**config.mk**
```make
export PLATFORM = sky130hd
export DESIGN_NAME = instr_fetch_flat
export DESIGN_NICKNAME = d
export VERILOG_FILES = /design/src/rtl/instr_fetch_if.sv /design/src/rtl/instr_fetch.sv /design/src/flat_wrapper.sv
export SDC_FILE = /design/constraint.sdc
export NUM_CORES = 1
export LEC_CHECK = 0
export CAP_MARGIN = 20
export CELL_PAD_IN_SITES_DETAIL_PLACEMENT = 0
export CELL_PAD_IN_SITES_GLOBAL_PLACEMENT = 2
export CORE_UTILIZATION = 29
export CTS_CLUSTER_SIZE = 25
export DETAILED_ROUTE_END_ITERATION = 7
export GPL_TIMING_DRIVEN = 0
export PLACE_DENSITY = 0.95
export SLEW_MARGIN = 20
export SYNTH_ARGS = -nofsm -noshare
export SYNTH_HDL_FRONTEND = slang
export SYNTH_SLANG_ARGS = --single-unit
export TNS_END_PERCENT = 1
```
**constraint.sdc**
```tcl
create_clock -name clk -period 2.7 [get_ports clk]
set_input_delay 0.54 -clock clk [delete_from_list [all_inputs] [get_ports clk]]
set_output_delay 0.54 -clock clk [all_outputs]
set_load 0.1 [all_outputs]
```
**src/rtl/instr_fetch_if.sv**
```systemverilog
// Fetch-stage bus bundle for the R.O.E core.
// Groups the control inputs, the instruction-memory port and the decoder-facing
// outputs of instr_fetch.
//   master : the fetch stage (drives imem_addr, instr, instr_valid, done, retired)
//   slave  : the surrounding core / memory / decoder (drives start, stall,
//            branch_taken, branch_offset, imem_data)
interface instr_fetch_if #(
  parameter int unsigned PC_W  = 10,
  parameter int unsigned CNT_W = 16
);
  logic             start;
  logic             stall;
  logic             branch_taken;
  logic [7:0]       branch_offset;
  logic [PC_W-1:0]  imem_addr;
  logic [8:0]       imem_data;
  logic [8:0]       instr;
  logic             instr_valid;
  logic             done;
  logic [CNT_W-1:0] retired;

  modport master (
    input  start, stall, branch_taken, branch_offset, imem_data,
    output imem_addr, instr, instr_valid, done, retired
  );

  modport slave (
    output start, stall, branch_taken, branch_offset, imem_data,
    input  imem_addr, instr, instr_valid, done, retired
  );
endinterface

```
**src/rtl/instr_fetch.sv**
```systemverilog
// Instruction fetch stage of the R.O.E core.
// Owns the program counter, addresses a combinational instruction memory and
// presents the fetched word to the control decoder in the same cycle. Handles
// BNZ redirects, HALT detection and a saturating retired-instruction count.
// Ports:
//   clk    - core clock, all state on rising edge
//   rst_n  - asynchronous active-low reset
//   bus    - instr_fetch_if.master: start/stall/branch inputs, imem_addr/imem_data,
//            instr/instr_valid to the decoder, done and retired status
// PC_W must be at least 8 (branch offset is sign-extended to PC_W).
module instr_fetch #(
  parameter int unsigned     PC_W       = 10,
  parameter logic [PC_W-1:0] START_PC   = '0,
  parameter logic [8:0]      HALT_INSTR = 9'h1FF,
  parameter int unsigned     CNT_W      = 16
) (
  input  logic           clk,
  input  logic           rst_n,
  instr_fetch_if.master  bus
);

  typedef enum logic [1:0] {
    IDLE = 2'd0,
    RUN  = 2'd1,
    DONE = 2'd2
  } state_t;

  state_t           state, state_next;
  logic [PC_W-1:0]  pc, pc_next;
  logic [CNT_W-1:0] retired, retired_next;
  logic [PC_W-1:0]  offset_ext;

  assign offset_ext    = {{(PC_W-8){bus.branch_offset[7]}}, bus.branch_offset};
  assign bus.imem_addr = pc;
  assign bus.retired   = retired;
  assign bus.done      = (state == DONE);

  always_ff @(posedge clk or negedge rst_n) begin
    if (!rst_n) begin
      state   <= IDLE;
      pc      <= START_PC;
      retired <= '0;
    end else begin
      state   <= state_next;
      pc      <= pc_next;
      retired <= retired_next;
    end
  end

  always_comb begin
    state_next      = state;
    pc_next         = pc;
    retired_next    = retired;
    bus.instr       = '0;
    bus.instr_valid = 1'b0;
    case (state)
      IDLE, DONE: begin
        if (bus.start) begin
          pc_next      = START_PC;
          retired_next = '0;
          state_next   = RUN;
        end
      end
      RUN: begin
        bus.instr       = bus.imem_data;
        bus.instr_valid = ~bus.stall;
        // A stalled instruction re-presents next cycle, so its branch result
        // is only acted on once it actually commits.
        if (!bus.stall) begin
          if (retired != '1) begin
            retired_next = retired + CNT_W'(1);
          end
          if (bus.imem_data == HALT_INSTR) begin
            state_next = DONE;
          end else if (bus.branch_taken) begin
            pc_next = pc + offset_ext;
          end else begin
            pc_next = pc + PC_W'(1);
          end
        end
      end
      default: state_next = IDLE;
    endcase
  end

endmodule

```
**src/flat_wrapper.sv**
```systemverilog
// flat-port wrapper written by rule: the top's interface ports become plain ports
module instr_fetch_flat 
#(
  parameter int unsigned     PC_W       = 10,
  parameter logic [PC_W-1:0] START_PC   = '0,
  parameter logic [8:0]      HALT_INSTR = 9'h1FF,
  parameter int unsigned     CNT_W      = 16
)
  (clk, rst_n, bus_start, bus_stall, bus_branch_taken, bus_branch_offset, bus_imem_data, bus_imem_addr, bus_instr, bus_instr_valid, bus_done, bus_retired);
  instr_fetch_if #(.PC_W(PC_W), .CNT_W(CNT_W)) bus_i ();
  input  logic clk;
  input  logic rst_n;
  input wire logic [$bits(bus_i.start)-1:0] bus_start;
  input wire logic [$bits(bus_i.stall)-1:0] bus_stall;
  input wire logic [$bits(bus_i.branch_taken)-1:0] bus_branch_taken;
  input wire logic [$bits(bus_i.branch_offset)-1:0] bus_branch_offset;
  input wire logic [$bits(bus_i.imem_data)-1:0] bus_imem_data;
  output wire logic [$bits(bus_i.imem_addr)-1:0] bus_imem_addr;
  output wire logic [$bits(bus_i.instr)-1:0] bus_instr;
  output wire logic [$bits(bus_i.instr_valid)-1:0] bus_instr_valid;
  output wire logic [$bits(bus_i.done)-1:0] bus_done;
  output wire logic [$bits(bus_i.retired)-1:0] bus_retired;
  assign bus_i.start = bus_start;
  assign bus_i.stall = bus_stall;
  assign bus_i.branch_taken = bus_branch_taken;
  assign bus_i.branch_offset = bus_branch_offset;
  assign bus_i.imem_data = bus_imem_data;
  assign bus_imem_addr = bus_i.imem_addr;
  assign bus_instr = bus_i.instr;
  assign bus_instr_valid = bus_i.instr_valid;
  assign bus_done = bus_i.done;
  assign bus_retired = bus_i.retired;
  instr_fetch #(.PC_W(PC_W), .START_PC(START_PC), .HALT_INSTR(HALT_INSTR), .CNT_W(CNT_W)) u_core (.clk(clk), .rst_n(rst_n), .bus(bus_i));
endmodule
```
==> impl_metrics.py <==
metrics = {
    "synth": {
        "synth_fp_nets": 231,
        "synth.distinct_cells": 42,
        "synth_top_area_share_pct": 39.2,
        "async_flop_share_pct": 100,
        "ys_ff_latch": 28,
        "syn_area_mm2": 0.00179,
        "synth.yosys.seq_area_share_pct": 39.2,
        "yosysMostFrequentCell": "dfrtp_1",
        "yosys_warnings": 0,
        "synthTopCellsByCount": "28 x dfrtp_1, 21 x nor2_1, 20 x nand2_1",
        "netlist_top_cells_area": "dfrtp_1 39%, ha_1 7.0%, and2_1 5.9%, nor2_1 4.4%, nand2_1 4.2%",
        "synth_edf_count": 0,
        "syn_inst": 198,
        "syn_area_per_cell_um2": 9.03,
        "synth_ff_type": "dfrtp_1",
        "synth_area_leader_cell": "dfrtp_1",
    },
    "timing": {
        "max_slew.worst_pin.slew_ps": 978,
        "fmax_mhz": 383,
        "setup_viol": 0,
        "drv_slew": 0,
        "hold_viol_final": 0,
        "fin_crit_ps": 2610,
        "slew_headroom_pct": 34.6,
        "holdWs_ps": 277,
        "rsz0062_at_grt": "no",
        "fin_skew_ps": 1.93,
        "fin_crit_sh_pct": 96.8,
        "fin_setup_tns_ps": 0,
    },
    "power": {
        "p_comb_share_pct": 62.5,
        "irDropWorstVdd_v": 0.000803,
        "internal-power_uw": 1150,
        "pwr_density_cell_mw_per_mm2": 1020,
        "switchingPower_uw": 1450,
        "pwr-share-clk_pct": 13.0,
        "cellLeakagePower_uw": 0.00105,
        "power_frac_seq_pct": 24.5,
        "sw_frac_of_total_pct": 55.8,
    },
    "worst_setup_path": {
        "worst_ep_required_time_ps": 2160,
        "critPathCaptureType": "primary output",
        "reg2reg_from": "u_core.bus.imem_addr[0]",
        "path_max_fanout": 5,
        "crit_path_max_incr_delay_ps": 1130,
        "crit_path_cell_trace": "nand2b_1 > inv_1 > clkdlybuf4s50_1",
        "r2r-end": "u_core.bus.imem_addr[6]",
        "reg2regPathDepth": 9,
        "worstSetupStartpointType": "flip-flop",
        "worst_path_max_delay_cell": "clkdlybuf4s50_1",
        "arrival_ps": 2070,
        "rrSetupSlack_ps": 620,
        "critPathKind": "reg2out",
    },
    "route": {
        "post_drt_wl_per_cell_um": 12.7,
        "viasPerCell": 4.85,
        "drcViolationCount": 0,
        "wl_met2_mm": 1.89,
        "highest_layer": "met4",
        "drt_iter0_drc": 74,
        "routed_wl_mm": 4.26,
        "wl_met1_mm": 2.08,
        "drtPass1Iterations": 4,
        "dr_total_vias": 1626,
        "ant_nets": 0,
        "wl_met3_um": 266,
    },
    "cells_and_area": {
        "num-fill-cells": 604,
        "diodes": 0,
        "drive_gt1_share_pct": 8.08,
        "instances_no_fill": 335,
        "fin_util_pct": 42.9,
        "fin_area_mm2": 0.00254,
        "area_growth_syn_to_layout_pct": 42.1,
        "final_nets": 294,
    },
    "outcome": {
        "status": "completed",
    },
    "placed_design": {
        "postPlaceCellArea_mm2": 0.00246,
        "dp.final_hpwl_mm": 3.26,
        "gp_congestion": 0.810,
        "dp_cells": 331,
        "portBuffers": 58,
    },
    "clocking": {
        "cts-root-buf": "clkbuf_8",
        "htreeDepth": 1,
        "clockBufferDepth": 2,
        "cts_made_buffers": 3,
        "clkTransAtPathRegs_ps": 100,
        "cts_sinks": 28,
        "insertion_delay_ps": 280,
        "cts_tree": "done",
    },
    "grt": {
        "grt_pass1_wl_mm": 6.91,
        "overflow": 0,
        "grt_max_degree": 29,
        "grt_pass1_vias": 1499,
        "grt_usage_pct": 13.7,
        "antenna_found_initial": 0,
    },
    "floorplan": {
        "die_x_um": 80.5,
        "design.core.area_mm2": 0.00592,
        "dieArea_mm2": 0.00648,
        "initial_utilization_pct": 30.2,
        "die_y_um": 80.5,
        "row_count": 28,
        "io_pins": 59,
    },
    "job": {
        "maxCapViolations": 0,
    },
    "worst_hold_path": {
        "hold_class": "in2async",
    },
}
-- layout make-up --
class	count	area (µm²)	area share [%]
sequential	28	701	27.6
buffer	4	16.3	0.640
clock inverter	1	30.0	1.18
inverter	9	33.8	1.33
multi-input combinational	157	1040	40.8
clock buffer	3	41.3	1.62
timing repair buffer	58	588	23.1
tap	75	93.8	3.69
-- power by group through the flow --
stage               clock, µW  combinational (µW)  sequential (µW)
finish                    340                1630              637
global route              367                1720              657
CTS                       350                1640              641
detailed placement          0                1640              647
global placement            0                1630              644
floorplan                   0                 569             1350
-- cells in the final DEF, fill, tap and decap left out, types with 2 or more instances in the layout --
master / netlist / layout
a21oi_1: 7 / 7
and2_1: 17 / 17
and4_1: 2 / 2
buf_2: 1 / 2
clkbuf_1: 3 / 3
clkbuf_8: 0 / 3
clkdlybuf4s15_2: 0 / 9
clkdlybuf4s50_1: 0 / 46
dfrtp_1: 28 / 28
ha_1: 10 / 10
inv_1: 9 / 9
nand2_1: 20 / 20
nand2b_1: 3 / 3
nand3_1: 8 / 8
nand4_1: 5 / 5
nor2_1: 21 / 21
nor2b_1: 3 / 3
nor3_1: 2 / 2
nor3_2: 2 / 2
o211ai_1: 2 / 2
o21ai_0: 14 / 13
o21bai_1: 2 / 2
o22ai_1: 2 / 2
or3_1: 2 / 2
xnor2_1: 8 / 8
xor2_1: 8 / 8
-- flip-flops by register name, indices dropped and copies added, names as in the netlist --
signal                cells
u_core.bus.retired       16
u_core.state              2
u_core.bus.imem_addr     10
-- logic make-up (layout without fill, tap and decap cells) --
kind of cell | count (synthesis) | after routing | synth area share [%]
xor+xnor | 16 | 16 | 7.84
buf+inv | 13 | 75 | 2.80
fa+ha+maj | 11 | 11 | 8.12
mux | 1 | 1 | 0.560
flops | 28 | 28 | 39.2
simple gates | 89 | 89 | 26.5
compound gates | 40 | 40 | 15.0
-- what timing repair did --
| action | 4_1_cts | 5_1_grt |
|---|---|---|
| resized for setup | 28 | 2 |
| setup buffers | 0 | 0 |
| hold buffers | 0 | 0 |
| endpoints found under the setup margin | 10 | 3 |
-- critical path, delay by kind of cell, from the launching register on --
family,cells,cell delay [ps]
DFF,1,430
and+or+nand+nor,1,170
buffers and inverters,2,1190
-- worst max-delay path by stage --
stage	to	startpoint	slack (ps)	depth (start not counted)
after floorplan	u_core.bus.retired[3]	bus_stall	110	6
after global placement	bus_instr_valid	bus_stall	-440	3
after detailed placement	bus_instr_valid	bus_stall	-470	3
after CTS	u_core.bus.imem_addr[8]	bus_branch_taken	40	11
after global routing	bus_done	u_core.state[0]	0.3	3
final	bus_done	u_core.state[0]	90	3
-- per-layer routing --
layer  vias up  track usage [%]
met5         -                0
met4         0             3.21
met3         4             3.07
met2        49             21.6
met1       750             18.9
li1        823                -
-- stage by stage --
step	total power, µW	setup WS, ps
floorplan	1920	110
global placement	2280	-436
detailed placement	2280	-471
CTS	2630	38.2
global route	2750	0.315
finish	2600	87.1
Note: power is estimated with default switching activity, not from simulation.
